==> src/rtl/codes.sv <==
// Shared types for the core-to-memory path: data word, access size and
// master FSM state encodings.
package codes;

  typedef logic [31:0] size_t;

  typedef enum logic [1:0] {
    SIZE_BYTE = 2'd0,
    SIZE_HALF = 2'd1,
    SIZE_WORD = 2'd2
  } mem_size_t;

  typedef enum logic [1:0] {
    IDLE  = 2'd0,
    BUS   = 2'd1,
    RDATA = 2'd2,
    RESP  = 2'd3
  } mem_state_t;

endpackage

==> src/rtl/mem_lane_align.sv <==
// Little-endian byte-lane steering: byteenable and write data placement,
// misalignment detection, and load lane extraction with extension.
module mem_lane_align
  import codes::*;
(
  input  logic [1:0] offset,
  input  mem_size_t  size,
  input  logic       sgn,
  input  size_t      wdata,
  input  size_t      rdata,
  output logic [3:0] byteenable,
  output size_t      wdata_lane,
  output logic       misaligned,
  output size_t      rdata_ext
);

  size_t lane;

  always_comb begin
    lane       = rdata >> {offset, 3'b000};
    byteenable = 4'b1111;
    wdata_lane = wdata;
    misaligned = 1'b0;
    rdata_ext  = lane;
    case (size)
      SIZE_BYTE: begin
        byteenable = 4'b0001 << offset;
        wdata_lane = {24'd0, wdata[7:0]} << {offset, 3'b000};
        rdata_ext  = {{24{sgn & lane[7]}}, lane[7:0]};
      end
      SIZE_HALF: begin
        byteenable = offset[1] ? 4'b1100 : 4'b0011;
        wdata_lane = {16'd0, wdata[15:0]} << {offset[1], 4'b0000};
        misaligned = offset[0];
        rdata_ext  = {{16{sgn & lane[15]}}, lane[15:0]};
      end
      default: begin
        // unused encoding 3 is treated as a word access
        misaligned = |offset;
      end
    endcase
  end

endmodule

==> src/rtl/avalon_mem_master.sv <==
// Single-outstanding Avalon-MM style initiator for core byte/half/word
// loads and stores, with one-cycle response pulse back to the core.
//
// state | meaning
// IDLE  | ready for a core request
// BUS   | strobe on the bus, held while waitrequest is high
// RDATA | read accepted; readdata is captured at the end of this cycle
// RESP  | resp_valid pulse to the core
module avalon_mem_master
  import codes::*;
#(
  parameter size_t ADDR_MASK = 32'hFFFFFFFC
) (
  input  logic       clk,
  input  logic       reset,
  input  logic       req_valid,
  output logic       req_ready,
  input  logic       req_write,
  input  mem_size_t  req_size,
  input  logic       req_signed,
  input  size_t      req_addr,
  input  size_t      req_wdata,
  output logic       resp_valid,
  output size_t      resp_rdata,
  output logic       resp_error,
  output size_t      address,
  output logic       read,
  output logic       write,
  output logic [3:0] byteenable,
  output size_t      writedata,
  input  size_t      readdata,
  input  logic       waitrequest
);

  mem_state_t state, state_nxt;
  logic [1:0] off_q, off_nxt;
  mem_size_t  size_q, size_nxt;
  logic       sgn_q, sgn_nxt;
  logic       read_nxt, write_nxt, resp_valid_nxt, resp_error_nxt;
  size_t      resp_rdata_nxt, address_nxt, writedata_nxt;
  logic [3:0] byteenable_nxt;

  logic [1:0] al_off;
  mem_size_t  al_size;
  logic       al_sgn, al_mis;
  logic [3:0] al_be;
  size_t      al_wdata, al_rdata;

  // the aligner sees the live request in IDLE and the latched one afterwards
  assign al_off    = (state == IDLE) ? req_addr[1:0] : off_q;
  assign al_size   = (state == IDLE) ? req_size : size_q;
  assign al_sgn    = (state == IDLE) ? req_signed : sgn_q;
  assign req_ready = (state == IDLE);

  mem_lane_align u_align (
    .offset     (al_off),
    .size       (al_size),
    .sgn        (al_sgn),
    .wdata      (req_wdata),
    .rdata      (readdata),
    .byteenable (al_be),
    .wdata_lane (al_wdata),
    .misaligned (al_mis),
    .rdata_ext  (al_rdata)
  );

  always_ff @(posedge clk) begin
    if (reset) begin
      state      <= IDLE;
      off_q      <= 2'd0;
      size_q     <= SIZE_BYTE;
      sgn_q      <= 1'b0;
      read       <= 1'b0;
      write      <= 1'b0;
      resp_valid <= 1'b0;
      resp_error <= 1'b0;
      resp_rdata <= '0;
      address    <= '0;
      byteenable <= 4'd0;
      writedata  <= '0;
    end else begin
      state      <= state_nxt;
      off_q      <= off_nxt;
      size_q     <= size_nxt;
      sgn_q      <= sgn_nxt;
      read       <= read_nxt;
      write      <= write_nxt;
      resp_valid <= resp_valid_nxt;
      resp_error <= resp_error_nxt;
      resp_rdata <= resp_rdata_nxt;
      address    <= address_nxt;
      byteenable <= byteenable_nxt;
      writedata  <= writedata_nxt;
    end
  end

  always_comb begin
    state_nxt      = state;
    off_nxt        = off_q;
    size_nxt       = size_q;
    sgn_nxt        = sgn_q;
    read_nxt       = read;
    write_nxt      = write;
    resp_valid_nxt = 1'b0;
    resp_error_nxt = resp_error;
    resp_rdata_nxt = resp_rdata;
    address_nxt    = address;
    byteenable_nxt = byteenable;
    writedata_nxt  = writedata;
    case (state)
      IDLE: begin
        if (req_valid) begin
          resp_rdata_nxt = '0;
          if (al_mis) begin
            resp_error_nxt = 1'b1;
            resp_valid_nxt = 1'b1;
            state_nxt      = RESP;
          end else begin
            resp_error_nxt = 1'b0;
            off_nxt        = req_addr[1:0];
            size_nxt       = req_size;
            sgn_nxt        = req_signed;
            address_nxt    = req_addr & ADDR_MASK;
            byteenable_nxt = al_be;
            writedata_nxt  = al_wdata;
            read_nxt       = ~req_write;
            write_nxt      = req_write;
            state_nxt      = BUS;
          end
        end
      end
      BUS: begin
        if (!waitrequest) begin
          read_nxt  = 1'b0;
          write_nxt = 1'b0;
          if (write) begin
            resp_valid_nxt = 1'b1;
            state_nxt      = RESP;
          end else begin
            state_nxt = RDATA;
          end
        end
      end
      RDATA: begin
        resp_rdata_nxt = al_rdata;
        resp_valid_nxt = 1'b1;
        state_nxt      = RESP;
      end
      default: state_nxt = IDLE;
    endcase
  end

endmodule

==> config.mk <==
export PLATFORM = sky130hd
export DESIGN_NAME = avalon_mem_master
export DESIGN_NICKNAME = d
export VERILOG_FILES = /design/src/rtl/codes.sv /design/src/rtl/mem_lane_align.sv /design/src/rtl/avalon_mem_master.sv
export SDC_FILE = /design/constraint.sdc
export NUM_CORES = 1
export LEC_CHECK = 0
export BUFFER_PORTS_ARGS = -buffer_cell sky130_fd_sc_hd__buf_4
export CELL_PAD_IN_SITES_DETAIL_PLACEMENT = 0
export CELL_PAD_IN_SITES_GLOBAL_PLACEMENT = 2
export CORE_MARGIN = 2
export CORE_UTILIZATION = 25
export CTS_BUF_LIST = sky130_fd_sc_hd__clkbuf_16
export DETAILED_ROUTE_END_ITERATION = 10
export PLACE_DENSITY_LB_ADDON = 0.08
export SLEW_MARGIN = 10
export SYNTH_ARGS = -nofsm -noshare
export SYNTH_HDL_FRONTEND = slang
export SYNTH_SLANG_ARGS = --single-unit
==> constraint.sdc <==
create_clock -name clk -period 2.1 [get_ports clk]
set_input_delay 0.315 -clock clk [delete_from_list [all_inputs] [get_ports clk]]
set_output_delay 0.315 -clock clk [all_outputs]
set_load 0.05 [all_outputs]
==> results of run 1 <==
==> repair_timing <==
action / in CTS / in global routing
pin swaps: 11 / 15
setup endpoints to repair: 72 / 102
cloned: 0 / 5
gates resized for setup: 3 / 20
setup buffers: 6 / 1
==> report_power, final <==
part,switching (W),leakage (nW),internal [W]
registers,0.000285,0.887,0.00250
clock network,0.000825,0.141,0.000931
logic,0.00390,2.19,0.00259
==> final cells by class <==
type                       instances  share of cell area
clock buffer                       9             0.03015
multi-input combinational        318              0.3466
tap                              265             0.04439
timing repair buffer             250              0.2735
sequential                       109              0.2925
inverter                           7            0.003518
clock inverter                     6            0.009380
==> worst register-to-register path: stages (launching register included) <==
cell and delay [ns]:
sky130_fd_sc_hd__dfxtp_2 0.34, sky130_fd_sc_hd__inv_2 0.05, sky130_fd_sc_hd__ha_4 0.18, sky130_fd_sc_hd__buf_4 0.14, sky130_fd_sc_hd__or4_1 0.48, sky130_fd_sc_hd__o41ai_2 0.10, sky130_fd_sc_hd__a2111oi_4 0.14, sky130_fd_sc_hd__o211a_4 0.33
sky130_fd_sc_hd__a221o_1 0.28
==> routing by layer <==
metal | wire length [microns] | vias to the layer above | track usage
li1 | - | 2277 | -
met1 | 7911 | 2260 | 0.2090
met3 | 1231 | 11 | 0.04232
met4 | 180 | 0 | 0.03922
met5 | 0 | - | 0
met2 | 8909 | 181 | 0.2742
==> cells in the mapped netlist (3+ instances only) <==
library cell,count
sky130_fd_sc_hd__a221o_1,24
sky130_fd_sc_hd__mux2i_1,8
sky130_fd_sc_hd__buf_4,4
sky130_fd_sc_hd__o2bb2ai_1,24
sky130_fd_sc_hd__nor3_1,14
sky130_fd_sc_hd__buf_6,3
sky130_fd_sc_hd__ha_1,4
sky130_fd_sc_hd__buf_2,6
sky130_fd_sc_hd__dfxtp_1,109
sky130_fd_sc_hd__nor3b_1,4
sky130_fd_sc_hd__inv_1,6
sky130_fd_sc_hd__a211oi_1,3
sky130_fd_sc_hd__a22oi_1,24
sky130_fd_sc_hd__a221oi_1,7
sky130_fd_sc_hd__buf_1,4
sky130_fd_sc_hd__nor2_1,26
sky130_fd_sc_hd__nand2_1,43
sky130_fd_sc_hd__a21oi_1,21
sky130_fd_sc_hd__a22o_1,43
sky130_fd_sc_hd__nand3b_1,4
sky130_fd_sc_hd__clkbuf_1,25
sky130_fd_sc_hd__o211ai_1,10
sky130_fd_sc_hd__mux4_2,7
sky130_fd_sc_hd__nand3_1,5
==> path summary, 6_finish.rpt <==
check                                   start             end  depth (start not counted)
worst min-delay path                req_write            read                          2
worst min register to register  writedata[28]   writedata[28]                          2
worst max register to register       state[1]  resp_rdata[30]                          8
worst max-delay path                 state[1]  resp_rdata[30]                          8
==> cells by family (layout without fill, tap and decap cells) <==
family	after synthesis	count (layout)	synth area share
XOR/XNOR	1	1	0.001798
flip-flops	109	109	0.4480
other	1	2	0.0007699
adder cells (fa/ha/maj)	5	5	0.01233
buffers and inverters	50	272	0.05009
AND/OR/NAND/NOR	112	112	0.1084
multiplexers	21	21	0.07089
AO/OA/AOI/OAI	176	177	0.3077
==> metrics by stage <==
stage	hold WS [ns]	instance area [sq um]	setup slack, ns	instances	total power, W
after detailed placement	0.4480	6894	-0.07493	937	0.008920
after CTS	0.1388	7264	-0.05839	958	0.01085
final	0.1561	7470	-0.04381	964	0.01104
after floorplan	0.4027	4972	-0.2255	476	0.007009
after global routing	0.1514	7470	-0.1312	964	0.01166
after global placement	0.4457	6894	-0.02123	937	0.008886
==> registers in the layout, indices dropped and copies added (netlist names) <==
register	cells
state	2
size_q	2
off_q	2
resp_rdata	32
write	1
byteenable	4
read	1
resp_valid	1
sgn_q	1
address	30
resp_error	1
writedata	32
==> summary.txt, run 1 <==
Run status
  – Status: finished, violations left
  – Failing checks: negative setup slack

Yosys
  – Most area-consuming cells after synthesis: sky130_fd_sc_hd__dfxtp_1, sky130_fd_sc_hd__a22o_1, sky130_fd_sc_hd__a221o_1, sky130_fd_sc_hd__o2bb2ai_1, sky130_fd_sc_hd__a22oi_1
  – Per-instance average area after synthesis: 10.25 sq um
  – Yosys Warn Count: 0
  – Share of flip-flops with an asynchronous set or reset after synthesis: 0
  – Number of enable flip-flop cells after synthesis: 0
  – Part of the Yosys area used for sequential elements: 0.4480
  – Ys flop type: sky130_fd_sc_hd__dfxtp_1
  – Mapped Cells: 475
  – Number of distinct library cells after synthesis: between 60 and 70
  – Post-synthesis cell area: between 4000 and 5000 sq um
  – Post-synth top area cell: sky130_fd_sc_hd__dfxtp_1
  – Synth Register Bits: roughly 110
  – Fraction of synthesized cell area taken by the top area cell type: 0.4480

Critical path
  – Kind of start point of the critical path: flip-flop
  – Worst reg-to-reg setup slack: -0.04 ns
  – CP Data Required Time: approximately 2.3 ns
  – Worst path bufs/invs: 2
  – CP endpoint kind: flip-flop
  – Crit-path slowest cell: sky130_fd_sc_hd__or4_1
  – Delay of the slowest critical-path stage: around 0.48 ns
  – Setup CP Type: reg2reg
  – Kind of cell adding the most delay to the critical path: compound AO/OA/AOI/OAI gates
  – Maximum fanout along the worst path: 16
  – Cells along the critical path: inv_2 -> ha_4 -> buf_4 -> or4_1 -> o41ai_2 -> a2111oi_4 -> o211a_4 -> a221o_1
  – Crit path arrival time: between 2 and 2.5 ns

Placement
  – HPWL after detailed placement: approximately 13 mm
  – GP Congestion: between 0.7 and 0.8
  – Port bufs: 206

Global routing
  – Initial antenna violation count: 0
  – First-pass GRT wire length: 25.79 mm
  – GRT Residual Overflow: 0
  – Largest net degree at the start of global routing: 49
  – Aggregate global-route resource usage: 0.1631
  – Number of global-route vias before repair: 4,544

Timing
  – Number of hold violations in the final report: 0
  – Setup repair after global routing missed its margin: true
  – Share of the cycle needed by the critical path after routing: 1.021
  – Number of slew-limit violations in the final report: 0
  – Min cycle time layout: between 2 and 2.5 ns
  – Clock Skew: 0.009413 ns
  – Setup slack after layout: -0.04381 ns
  – Total negative slack for setup checks: -0.5253 ns
  – Highest Clock Rate: roughly 470 MHz
  – Number of endpoints failing setup at the final stage: 16

Final layout
  – Fraction of final layout cells sized beyond drive strength 1: 0.4506
  – Number of filler instances in the final layout: 1,982
  – Sequential Area: 2185 sq um
  – Most frequent cells in the layout: sky130_fd_sc_hd__buf_4, sky130_fd_sc_hd__dfxtp_1, sky130_fd_sc_hd__nand2_1, sky130_fd_sc_hd__a22o_1
  – N_diodes: 0
  – Final core occ: 0.3876
  – Most common cell after layout, fill and taps aside: sky130_fd_sc_hd__buf_4
  – Layout area overhead: 53.35%
  – Post-layout nets: roughly 800
  – Area taken by multi-input logic gates: about 2600 sq um

Clocking
  – Clock tree from TritonCTS: yes
  – Clock Pin Slew Worst Setup and Hold Paths: roughly 0.070 ns
  – CTS sink count: 109
  – Root buffer cell: sky130_fd_sc_hd__clkbuf_16
  – CTS Buf Count: 9
  – Hold-fix buffer count after cts: 0
  – # H-tree levels: 3
  – Worst-case clock buffer depth: 2
  – Clk Latency, worst-skew pair: 0.35 ns

Routing
  – Count of vias placed by the detailed router: roughly 4.7k
  – Vias per cell: slightly below 5
  – Detailed-route DRC error count: 0
  – Total wire length: approximately 18 mm
  – Routed length per placed instance: between 15 and 20 microns
  – First-pass iteration count of the detailed router: 4
  – DRT antenna net count: 0
  – Number of design-rule violations left by the first detailed-router iteration: between 200 and 250

Floorplanning
  – Initial Utilization: 0.2528
  – Die ar.: between 20,000 and 25,000 sq um
  – Number of cell rows: 51
  – Number of primary I/O pins: roughly 210
  – Vertical die dimension: approximately 140 microns
  – Horiz. Die Dim: 143.6 microns
  – Placeable core area: 19,270 sq um

Power
  – Peak supply drop: roughly 0.00058 V
  – Total leakage power: 3.215 nW
  – Power per standard cell area: between 1000 and 1500 nW/um^2

Run
  – Total of max-cap violations: 0

Min path
  – Worst hold-check path type: in2reg
(Power assumes the default switching activity.)
==> inputs of run 2 (changes only) <==
--- a/config.mk
+++ b/config.mk
@@ -9,7 +9,7 @@
 export CELL_PAD_IN_SITES_DETAIL_PLACEMENT = 0
 export CELL_PAD_IN_SITES_GLOBAL_PLACEMENT = 2
 export CORE_MARGIN = 2
-export CORE_UTILIZATION = 25
+export CORE_UTILIZATION = 28
 export CTS_BUF_LIST = sky130_fd_sc_hd__clkbuf_16
 export DETAILED_ROUTE_END_ITERATION = 10
 export PLACE_DENSITY_LB_ADDON = 0.08
==> constraint.sdc (replaced) <==
create_clock -name clk -period 2.3 [get_ports clk]
set_input_delay 0.345 -clock clk [delete_from_list [all_inputs] [get_ports clk]]
set_output_delay 0.345 -clock clk [all_outputs]
set_load 0.05 [all_outputs]
==> summary.txt, run 2 (same netlist as run 1, synthesis figures left out) <==
Routing
  – First-pass iteration count of the detailed router: 4 (unchanged)
  – Count of vias placed by the detailed router: 4,634 (-2.0%)
  – Routed length per placed instance: 17.88 microns (-5.5%)
  – Total wire length: 16.18 mm (-11%)
  – Detailed-route DRC error count: 0 (unchanged)
  – Number of design-rule violations left by the first detailed-router iteration: 249 (+19%)
  – DRT antenna net count: 0 (unchanged)
  – Vias per cell: 5.120 (+4.4%)

Clocking
  – Clock Pin Slew Worst Setup and Hold Paths: 0.07 ns (about the same)
  – CTS Buf Count: 9 (unchanged)
  – Clock tree from TritonCTS: yes
  – # H-tree levels: 3 (unchanged)
  – CTS sink count: 109 (unchanged)
  – Worst-case clock buffer depth: 2 (unchanged)
  – Hold-fix buffer count after cts: 0 (unchanged)
  – Clk Latency, worst-skew pair: 0.35 ns (about the same)
  – Root buffer cell: sky130_fd_sc_hd__clkbuf_16

Timing
  – Worst slew margin relative to its limit: 0.6426
  – Hold Slack: 0.1715 ns (+0.01541 ns)
  – Clock Skew: 0.01066 ns (+0.001243 ns)
  – Highest Clock Rate: 458.1 MHz (-1.8%)
  – Min cycle time layout: 2.183 ns (+0.03905 ns)
  – Number of hold violations in the final report: 0 (unchanged)
  – Slew @ Worst Pin: approximately 0.54 ns
  – Setup repair after global routing missed its margin: false
  – Number of endpoints failing setup at the final stage: 0 (-16)
  – Number of slew-limit violations in the final report: 0 (unchanged)
  – Share of the cycle needed by the critical path after routing: 0.9491 (-0.07179)

Floorplanning
  – Initial Utilization: 0.2836 (+0.03082)
  – Number of primary I/O pins: 209 (unchanged)
  – Number of cell rows: 48 (-5.9%)
  – Horiz. Die Dim: 135.9 microns (-5.4%)
  – Vertical die dimension: 135.9 microns (-5.4%)
  – Die ar.: 18,470 sq um (-10%)
  – Placeable core area: 17,180 sq um (-11%)

Final layout
  – Most common cell after layout, fill and taps aside: sky130_fd_sc_hd__buf_4
  – Layout area overhead: 45.00%
  – Largest registers: resp_rdata x32, writedata x32, address x30
  – Post-layout nets: 783 (-2.5%)
  – Most frequent cells in the layout: sky130_fd_sc_hd__buf_4, sky130_fd_sc_hd__dfxtp_1, sky130_fd_sc_hd__nand2_1, sky130_fd_sc_hd__a22o_1, sky130_fd_sc_hd__nor2_1
  – Fraction of final layout cells sized beyond drive strength 1: 0.4074 (-0.04329)
  – N_diodes: 0 (unchanged)
  – Number of filler instances in the final layout: 1,770 (-11%)
  – Final core occ: 0.4112 (+0.02359)

Critical path
  – Crit path arrival time: 2.42 ns (+0.03 ns)
  – CP endpoint kind: flip-flop
  – Maximum fanout along the worst path: 16 (unchanged)
  – Setup CP Type: reg2reg
  – Kind of start point of the critical path: flip-flop
  – CP Data Required Time: 2.54 ns (+0.20 ns)

Power
  – Combinational fraction of design power: 0.562 (-0.027)
  – Fraction of power spent switching nets: 0.4545 (about the same)
  – Peak supply drop: 0.0005825 V (+1.1%)
  – Clock network power share: 0.168 (+0.009)
  – Total leakage power: 3.070 nW (-4.5%)
  – Reg power frac: 0.269 (+0.017)
  – Switching power: 0.004304 W (-14%)
  – Internal power consumption: 0.005167 W (-14%)
  – Power per standard cell area: 1341 nW/um^2 (-9.3%)

Global routing
  – Number of global-route vias before repair: 4,589 (+0.99%)
  – Initial antenna violation count: 0 (unchanged)
  – GRT Residual Overflow: 0 (unchanged)
  – Aggregate global-route resource usage: 0.1712 (+0.008155)
  – First-pass GRT wire length: 24.44 mm (-5.2%)
  – Largest net degree at the start of global routing: 58 (+18%)

Placement
  – HPWL after detailed placement: 12.12 mm (-6.7%)
  – Port bufs: 206 (unchanged)
  – GP Congestion: 0.8003 (+2.1%)

Run
  – Total of max-cap violations: 0 (unchanged)

Run status
  – Status: finished clean

Min path
  – Worst hold-check path type: in2reg
-- run 2: power groups by stage --
stage / registers (W) / clock network, W / logic (W)
6_report: 0.00255 / 0.00159 / 0.00533
3_3_place_gp: 0.00258 / 0 / 0.00529
4_1_cts: 0.00256 / 0.00166 / 0.00531
5_1_grt: 0.00260 / 0.00172 / 0.00572
3_5_place_dp: 0.00259 / 0 / 0.00531
2_1_floorplan: 0.00372 / 0 / 0.00258
-- run 2: final cells by class --
| cell class | count | area, sq um | area share |
|---|---|---|---|
| multi-input combinational | 317 | 2481 | 0.3513 |
| clock buffer | 9 | 225.2 | 0.03189 |
| sequential | 109 | 2185 | 0.3093 |
| tap | 225 | 281.5 | 0.03986 |
| timing repair buffer | 231 | 1792 | 0.2537 |
| clock inverter | 7 | 72.57 | 0.01027 |
| inverter | 7 | 26.28 | 0.003720 |
-- run 2: timing repair --
| action | CTS | global route |
|---|---|---|
| endpoints found under the hold margin | 0 | 0 |
| endpoints found under the setup margin | 0 | 62 |
| gates resized for setup | 0 | 3 |
| setup buffers | 0 | 2 |
-- run 2: worst paths after layout --
| kind | endpoint | slack, ns | from | cells past startpoint |
|---|---|---|---|---|
| min | read | 0.17 | req_write | 2 |
| max | resp_rdata[19] | 0.12 | state[0] | 7 |
| min reg2reg | writedata[26] | 0.46 | writedata[26] | 2 |
| max reg2reg | resp_rdata[19] | 0.12 | state[0] | 7 |
-- run 2: critical path, stage by stage, from the launching register on --
cell and delay, ns:
sky130_fd_sc_hd__dfxtp_2 0.34, sky130_fd_sc_hd__inv_2 0.08, sky130_fd_sc_hd__ha_4 0.24, sky130_fd_sc_hd__mux2_8 0.39, sky130_fd_sc_hd__mux2i_2 0.26, sky130_fd_sc_hd__a2111oi_4 0.14, sky130_fd_sc_hd__o211a_4 0.33, sky130_fd_sc_hd__a221o_1 0.28
-- run 2: layer usage --
layer	GRT usage	routed length, microns	vias to the layer above	share of wire
met5	0	0	-	0
met4	0.06424	317	0	0.020
met3	0.04400	1280	21	0.079
met2	0.2724	7665	167	0.47
met1	0.2236	6916	2216	0.43
li1	-	-	2230	-
-- run 2: through the flow --
step	area, sq um	instances	TNS, ns	total power (W)	setup slack [ns]
floorplan	4905	476	-0.3014	0.006302	-0.03018
global placement	6738	887	0	0.007869	0.1150
detailed placement	6738	887	0	0.007896	0.07068
CTS	7036	903	0	0.009529	0.04964
global route	7063	905	0	0.01004	0.01772
finish	7063	905	0	0.009471	0.1171
